$ cat config.mk
export PLATFORM = sky130hd
export DESIGN_NAME = rx_assembler
export DESIGN_NICKNAME = d
export VERILOG_FILES = /design/src/rtl/rx_pkg.sv /design/src/rtl/sync2.sv /design/src/rtl/rx_assembler.sv
export SDC_FILE = /design/constraint.sdc
export NUM_CORES = 1
export LEC_CHECK = 0
export BUFFER_PORTS_ARGS = -buffer_cell sky130_fd_sc_hd__buf_4
export CORE_ASPECT_RATIO = 0.5
export CORE_UTILIZATION = 30
export CTS_BUF_LIST = sky130_fd_sc_hd__clkbuf_8
export DETAILED_ROUTE_END_ITERATION = 7
export PLACE_DENSITY = 0.48
export SETUP_SLACK_MARGIN = 0.3
export SLEW_MARGIN = 20
export SYNTH_ARGS = -nofsm -noshare
export SYNTH_HDL_FRONTEND = slang
export SYNTH_HIERARCHICAL = 1
export SYNTH_SLANG_ARGS = --single-unit
$ cat constraint.sdc
create_clock -name clk -period 2 [get_ports clk]
set_input_delay 0.2 -clock clk [delete_from_list [all_inputs] [get_ports clk]]
set_output_delay 0.2 -clock clk [all_outputs]
set_load 0.01 [all_outputs]
$ cat src/rtl/rx_pkg.sv
// Shared definitions for the rx_assembler receive stage:
// FSM state encoding and the default number of data symbols per frame.
package rx_pkg;

   localparam int SYMS_DEF = 4;

   typedef enum logic [2:0] {
      IDLE,
      HDR_REL,
      DATA,
      DATA_REL,
      DONE
   } rx_state_t;

endpackage

$ cat src/rtl/sync2.sv
// 1-bit two-flop synchronizer, async active-high reset to 0.
// Ports: clk, reset, d (async input), q (synchronized output).
module sync2 (
   input  logic clk,
   input  logic reset,
   input  logic d,
   output logic q
);

   logic meta;

   always_ff @(posedge clk or posedge reset) begin
      if (reset) begin
         meta <= 1'b0;
         q    <= 1'b0;
      end else begin
         meta <= d;
         q    <= meta;
      end
   end

endmodule

$ cat src/rtl/rx_assembler.sv
// Receive stage for the two-bit Sender link: four-phase symbol handshake,
// assembles a header plus SYMS data symbols into a one-cycle frame result.
// Ports: clk, reset (async high); Bit0_In/Bit1_In/dt/comp from sender;
// ack to sender; rx_data/rx_ch/rx_up/rx_valid/rx_err/busy to control.
// Macro RX_SYNC_EN: pass dt and comp through 2-flop synchronizers.
import rx_pkg::*;

module rx_assembler #(
   parameter int SYMS = SYMS_DEF
) (
   input  logic              clk,
   input  logic              reset,
   input  logic              Bit0_In,
   input  logic              Bit1_In,
   input  logic              dt,
   input  logic              comp,
   output logic              ack,
   output logic [2*SYMS-1:0] rx_data,
   output logic              rx_ch,
   output logic              rx_up,
   output logic              rx_valid,
   output logic              rx_err,
   output logic              busy
);

   localparam int CW = (SYMS > 1) ? $clog2(SYMS) : 1;

   logic dt_s;
   logic comp_s;

`ifdef RX_SYNC_EN
   sync2 u_sync_dt (
      .clk   (clk),
      .reset (reset),
      .d     (dt),
      .q     (dt_s)
   );

   sync2 u_sync_comp (
      .clk   (clk),
      .reset (reset),
      .d     (comp),
      .q     (comp_s)
   );
`else
   assign dt_s   = dt;
   assign comp_s = comp;
`endif

   rx_state_t     state;
   logic [CW-1:0] cnt;
   logic          err;
   logic          last;
   logic          at_end;

   assign at_end = (cnt == CW'(SYMS - 1));

   always_ff @(posedge clk or posedge reset) begin
      if (reset) begin
         state    <= IDLE;
         cnt      <= '0;
         err      <= 1'b0;
         last     <= 1'b0;
         ack      <= 1'b0;
         busy     <= 1'b0;
         rx_data  <= '0;
         rx_ch    <= 1'b0;
         rx_up    <= 1'b0;
         rx_valid <= 1'b0;
         rx_err   <= 1'b0;
      end else begin
         // The result pulse is registered out of DONE, so it lands
         // in the first IDLE cycle and is cleared there.
         rx_valid <= 1'b0;
         rx_err   <= 1'b0;
         unique case (state)
            IDLE: begin
               ack <= 1'b0;
               if (dt_s) begin
                  rx_up   <= Bit1_In;
                  rx_ch   <= Bit0_In;
                  rx_data <= '0;
                  cnt     <= '0;
                  err     <= comp_s;
                  last    <= comp_s;
                  ack     <= 1'b1;
                  busy    <= 1'b1;
                  state   <= HDR_REL;
               end
            end
            HDR_REL: begin
               if (!dt_s) begin
                  ack   <= 1'b0;
                  state <= last ? DONE : DATA;
               end
            end
            DATA: begin
               if (dt_s) begin
                  rx_data[2*int'(cnt) +: 2] <= {Bit1_In, Bit0_In};
                  last  <= comp_s | at_end;
                  err   <= err | (comp_s != at_end);
                  ack   <= 1'b1;
                  state <= DATA_REL;
               end
            end
            DATA_REL: begin
               if (!dt_s) begin
                  ack <= 1'b0;
                  if (last) begin
                     state <= DONE;
                  end else begin
                     cnt   <= cnt + CW'(1);
                     state <= DATA;
                  end
               end
            end
            DONE: begin
               rx_valid <= 1'b1;
               rx_err   <= err;
               busy     <= 1'b0;
               state    <= IDLE;
            end
            default: state <= IDLE;
         endcase
      end
   end

endmodule
==> results of run 1 <==
==> layer usage <==
metal	routed length (um)	part of all wire (%)	global-route usage, %
met1	1230	53	19.7
met2	998	43	22.2
met3	96	4.1	5.04
met4	8	0.34	4.00
met5	0	0	0
==> worst max-delay path by stage <==
stage	from	end	slack, ns	cells after the start
6_report	state[2]$_DFFE_PP0P_	rx_up$_DFFE_PP0P_	0.41	3
4_1_cts	cnt[1]$_DFFE_PP0P_	rx_data[3]$_DFFE_PP0P_	0.40	5
2_1_floorplan	cnt[0]$_DFFE_PP0P_	rx_data[6]$_DFFE_PP0P_	0.37	6
5_1_grt	state[2]$_DFFE_PP0P_	rx_up$_DFFE_PP0P_	0.32	3
3_5_place_dp	state[2]$_DFFE_PP0P_	rx_up$_DFFE_PP0P_	0.42	3
3_3_place_gp	state[2]$_DFFE_PP0P_	rx_up$_DFFE_PP0P_	0.42	3
==> worst max-delay path, cell delays in order (launching register included) <==
cell     delay, ns
dfrtp_1       0.55
or3b_4        0.47
nor2_4        0.13
mux2_1        0.32
==> through the flow <==
| step | hold WS (ns) | total power (W) | cell area, sq um | setup slack (ns) | util, % |
|---|---|---|---|---|---|
| 2_1_floorplan | 0.177 | 0.000836 | 1070 | 0.367 | - |
| 3_3_place_gp | 0.261 | 0.000992 | 1280 | 0.424 | 39.9 |
| 3_5_place_dp | 0.270 | 0.000991 | 1280 | 0.425 | 39.9 |
| 4_1_cts | 0.161 | 0.00129 | 1340 | 0.398 | 41.7 |
| 5_1_grt | 0.152 | 0.00139 | 1350 | 0.320 | 42.1 |
| 6_report | 0.160 | 0.00130 | 1350 | 0.415 | 42.1 |
==> cell usage in the layout (no fill, tap or decap), types with 3 or more instances in the layout <==
cell / netlist / layout
nand2_1: 4 / 4
nand2b_1: 4 / 4
clkbuf_8: 0 / 3
buf_4: 1 / 22
dfrtp_1: 21 / 21
inv_1: 8 / 8
nand4bb_1: 3 / 3
ha_1: 7 / 7
nor2_1: 6 / 6
o21ai_0: 6 / 6
a21oi_1: 6 / 6
==> kinds of logic (layout without fill, tap and decap cells) <==
family / Yosys count / count (layout) / share of synthesized area [%]
AND/OR/NAND/NOR: 30 / 30 / 19.0
multiplexers: 4 / 4 / 4.19
flip-flops: 21 / 21 / 48.9
AO/OA/AOI/OAI: 24 / 24 / 15.0
adder cells (fa/ha/maj): 7 / 7 / 8.15
buffers and inverters: 12 / 35 / 4.77
==> where the power goes <==
group | internal, W | leakage (nW) | switching (W) | total [W]
clock network | 0.000141 | 0.0217 | 0.000158 | 0.000299
logic | 0.000192 | 0.313 | 0.000239 | 0.000430
registers | 0.000501 | 0.272 | 0.0000645 | 0.000565
total | 0.000833 | 0.607 | 0.000462 | 0.00130
==> flip-flops by register name, indices dropped and copies added, names as in the netlist <==
name,count
rx_ch,1
rx_up,1
state,3
rx_data,8
last,1
cnt,2
rx_valid,1
rx_err,1
ack,1
busy,1
err,1
==> area by class of cell <==
class                           instances  area (sq um)  area share [%]
Multi-Input combinational cell         65           510            37.8
Timing Repair Buffer                   23           175            13.0
Tap cell                               48          60.1            4.45
Inverter                                8          30.0            2.22
Clock buffer                            3          41.3            3.06
Clock inverter                          1          7.51           0.556
Sequential cell                        21           526            38.9
==> what timing repair did <==
action                                  CTS  global route
resized for setup                         0             2
hold buffers                              1             0
endpoints found under the hold margin    21             0
endpoints found under the setup margin    0             4
==> metrics, run 1 <==
critical path type reg -> reg; GR Overflow Total 0; FF-to-FF End rx_up$_DFFE_PP0P_; Die Wd 86.6 um; Worst EP required 2.17 ns; hold_sp Bit0_In; Slew Limit Fails 0; Leak 0.607 nW; total track usage 14.5%; H-tree depth 1; clk sinks 21; setup violators final 0; largest net degree at the start of global routing 22; n_diodes 0; outcome complete, no violations; Core Footprint 3210 sq um; vias in the first global route 805; Initial Util 33.5%; top_reg_cell synth dfrtp_1; Area Growth Syn to Fin 25.6%; CP startpoint kind flip-flop; maximum VDD drop 0.000312 V; Final TNS setup 0 ns; crit end category flip-flop; row count 14; Die ar. 3840 sq um; Post-Syn Area per Cell 11.0 sq um; nets@finish 135; Post-Layout Cell Count 169; Async SR Flop Fraction 100%; Crit path arrival time 1.75 ns; Avg WL per Cell 13.8 um; DP Cell Count 164; Die Y 44.3 um; Final GP Congestion 0.747; Vias/cell 4.93; Worst Hold Depth 2; clk slew on worst S/H paths 0.09 ns; post-synth top area cell dfrtp_1; top cells by area, synth dfrtp_1, ha_1, nand4bb_1, a21oi_1, o21ai_0; Post-CTS Setup Inserts 0; Cells after Synth 98; Tmin final 1.59 ns; final worst-path cycle share 79.3%; RR Startpoint state[2]$_DFFE_PP0P_; Syn Nets 111; drt pass-1 iters 4; layout cell share with drive strength beyond 1 28.1%; buffers added on ports 19; reg2reg setup slack 0.41 ns; Max transition margin 66.2%; routed vias 834; initial antenna violation count 0; DPL Wire Length 1640 um; Cell Area, Synth 1070 sq um; total CTS buffers 3; r2r worst-path depth 3; Max Cap Violations 0; Max Fclk 631 MHz; worst skew pair latency 0.27 ns; WHS Endpoint rx_ch$_DFFE_PP0P_; YS warnings 6; Final Skew 0.0158 ns; EDFF count, synth 0; antenna-violating nets left 0; Routed WL 2330 um; Worst Tran Pin Value 0.506 ns; final hold vios 0; fill count 324; PwrDens 959 nW/um^2; FF+latch count, synth 21; Synth top cells by count dfrtp_1, inv_1, ha_1; global-route wire length before repair 4060 um; count leader, synth dfrtp_1; HP Class in -> reg; DR iter-0 viols 55; # DRC 0; RSZ-0062 raised after global routing false; Synth cell types 33; CTS tree yes; top-area cell type share of the netlist area 48.9%; post-synthesis sequential area ratio 48.9%; clock root cell clkbuf_8; # IOs 20; clock tree buffer depth 2; crit path max fanout 13
Note: power is estimated with default switching activity, not from simulation.
==> run 2: changes to the inputs <==
==> constraint.sdc (replaced) <==
create_clock -name clk -period 1.6 [get_ports clk]
set_input_delay 0.16 -clock clk [delete_from_list [all_inputs] [get_ports clk]]
set_output_delay 0.16 -clock clk [all_outputs]
set_load 0.01 [all_outputs]
==> metrics, run 2 (same netlist as run 1, synthesis figures left out) <==
outcome complete, no violations (unchanged); drt pass-1 iters 4 (unchanged); Crit path arrival time 1.55 ns (was 1.75 ns); crit end category flip-flop (unchanged); final hold vios 0 (unchanged); HP Class in -> reg (unchanged); Max Cap Violations 0 (unchanged); worst skew pair latency 0.26 ns (was 0.27 ns); Worst Tran Pin Value 0.321 ns (was 0.506 ns); n_diodes 0 (unchanged); slowest library cell on the worst path dfrtp_2 (was dfrtp_1); CP Cell Sequence inv_4 -> ha_4 -> nand4bb_4 -> nor2_2 -> mux2_4 (was or3b_4 -> nor2_4 -> mux2_1); Final Util 51.0% (was 42.1%); Leak 0.735 nW (was 0.607 nW); routed vias 859 (was 834); GR Overflow Total 0 (unchanged); Die Wd 86.6 um (unchanged); crit path max fanout 6 (was 13); Max transition margin 78.6% (was 66.2%); total track usage 14.7% (was 14.5%); initial antenna violation count 0 (unchanged); Final Skew 0.00356 ns (was 0.0158 ns); Die Y 44.3 um (unchanged); Largest Register rx_data (unchanged); clock root cell clkbuf_8 (unchanged); row count 14 (unchanged); setup violators final 0 (unchanged); final worst-path cycle share 87.6% (was 79.3%); Avg WL per Cell 13.5 um (was 13.8 um); Area Growth Syn to Fin 52.2% (was 25.6%); Slew Limit Fails 0 (unchanged); largest net degree at the start of global routing 22 (unchanged); layout cell share with drive strength beyond 1 52.9% (was 28.1%); DP Cell Count 170 (was 164); CP max stage delay 0.47 ns (was 0.55 ns); critical path type reg -> reg (unchanged); antenna-violating nets left 0 (unchanged); most frequent cells in the layout buf_4, dfrtp_1, inv_1 (unchanged); Tmin final 1.40 ns (was 1.59 ns); max reg flops 8 (unchanged); Initial Util 33.5% (unchanged); clk slew on worst S/H paths 0.08 ns (was 0.09 ns); Routed WL 2520 um (was 2330 um); Die ar. 3840 sq um (unchanged); commonest non-fill, non-tap cell in the layout buf_4 (unchanged); biggest regs rx_data (8), state (3), cnt (2) (unchanged); total CTS buffers 3 (unchanged); clk sinks 21 (unchanged); PwrDens 1160 nW/um^2 (was 959 nW/um^2); CTS tree yes (unchanged); DR iter-0 viols 20 (was 55); nets@finish 152 (was 135); global-route wire length before repair 4180 um (was 4060 um); DPL Wire Length 1690 um (was 1640 um); Max Fclk 714 MHz (was 631 MHz); # IOs 20 (unchanged); CP startpoint kind flip-flop (unchanged); clock tree buffer depth 2 (unchanged); Worst EP required 1.75 ns (was 2.17 ns); Final GP Congestion 0.792 (was 0.747); Final TNS setup 0 ns (unchanged); Core Footprint 3210 sq um (unchanged); Vias/cell 4.62 (was 4.93); H-tree depth 1 (unchanged); Overall Power 0.00190 W (was 0.00130 W); Post-Layout Cell Count 186 (was 169); # DRC 0 (unchanged); vias in the first global route 903 (was 805); buffers added on ports 19 (unchanged); RSZ-0062 raised after global routing true (was false); maximum VDD drop 0.000363 V (was 0.000312 V)
-- run 2: cell count changes in the layout (fill, tap and decap cells not counted), sizes merged --
cell,delta
buf,+17
clkinvlp,-1
inv,+1
-- run 2: per-layer routing --
layer  share of wire, %  global-route usage, %  wire [um]
met5                  0                      0          0
met4                  0                   4.00          0
met3                3.2                   4.48         80
met2                 44                   24.6       1110
met1                 53                   18.8       1330
-- run 2: worst paths after layout --
kind,start,to,slack (ns),cells after the start
max,cnt[0]$_DFFE_PP0P_,rx_data[7]$_DFFE_PP0P_,0.20,5
max reg2reg,cnt[0]$_DFFE_PP0P_,rx_data[7]$_DFFE_PP0P_,0.20,5
min,Bit0_In,rx_ch$_DFFE_PP0P_,0.15,2
min reg2reg,rx_data[0]$_DFFE_PP0P_,rx_data[0]$_DFFE_PP0P_,0.49,1
min in group asynchronous,reset,busy$_DFFE_PP0P_,0.49,4
max in group asynchronous,reset,cnt[0]$_DFFE_PP0P_,0.88,4
-- run 2: report_power, final --
part / internal (W) / switching, W / leakage [nW] / total [W]
Clock: 0.000171 / 0.000176 / 0.0269 / 0.000347
Sequential: 0.000629 / 0.0000994 / 0.269 / 0.000728
Combinational: 0.000425 / 0.000398 / 0.440 / 0.000823
-- run 2: critical path: cells and delay by family (launching register included) --
family / cells / cell delay, ns
multiplexers: 1 / 0.26
buffers and inverters: 1 / 0.08
adder cells (fa/ha/maj): 1 / 0.29
flip-flops: 1 / 0.47
AND/OR/NAND/NOR: 2 / 0.19
-- run 2: final cells by class --
| type | count | area [sq um] |
|---|---|---|
| Sequential cell | 21 | 528 |
| Tap cell | 48 | 60.1 |
| Multi-Input combinational cell | 65 | 652 |
| Clock inverter | 1 | 3.75 |
| Fill cell | 285 | 1570 |
| Clock buffer | 3 | 41.3 |
| Inverter | 8 | 32.5 |
| Timing Repair Buffer | 40 | 318 |
-- run 2: repair_timing --
action | 4_1_cts | 5_1_grt
setup endpoints to repair | 14 | 15
hold endpoints to repair | 21 | 0
setup buffers | 7 | 4
resized for setup | 10 | 24
pin swaps | 4 | 9
hold buffers | 1 | 0
-- run 2: metrics by stage --
stage | worst slack, ns | hold slack, ns | cell area [sq um]
3_5_place_dp | 0.124 | 0.222 | 1360
5_1_grt | 0.150 | 0.148 | 1640
6_report | 0.199 | 0.150 | 1640
4_1_cts | 0.182 | 0.148 | 1480
2_1_floorplan | 0.206 | 0.137 | 1120
3_3_place_gp | 0.114 | 0.225 | 1360
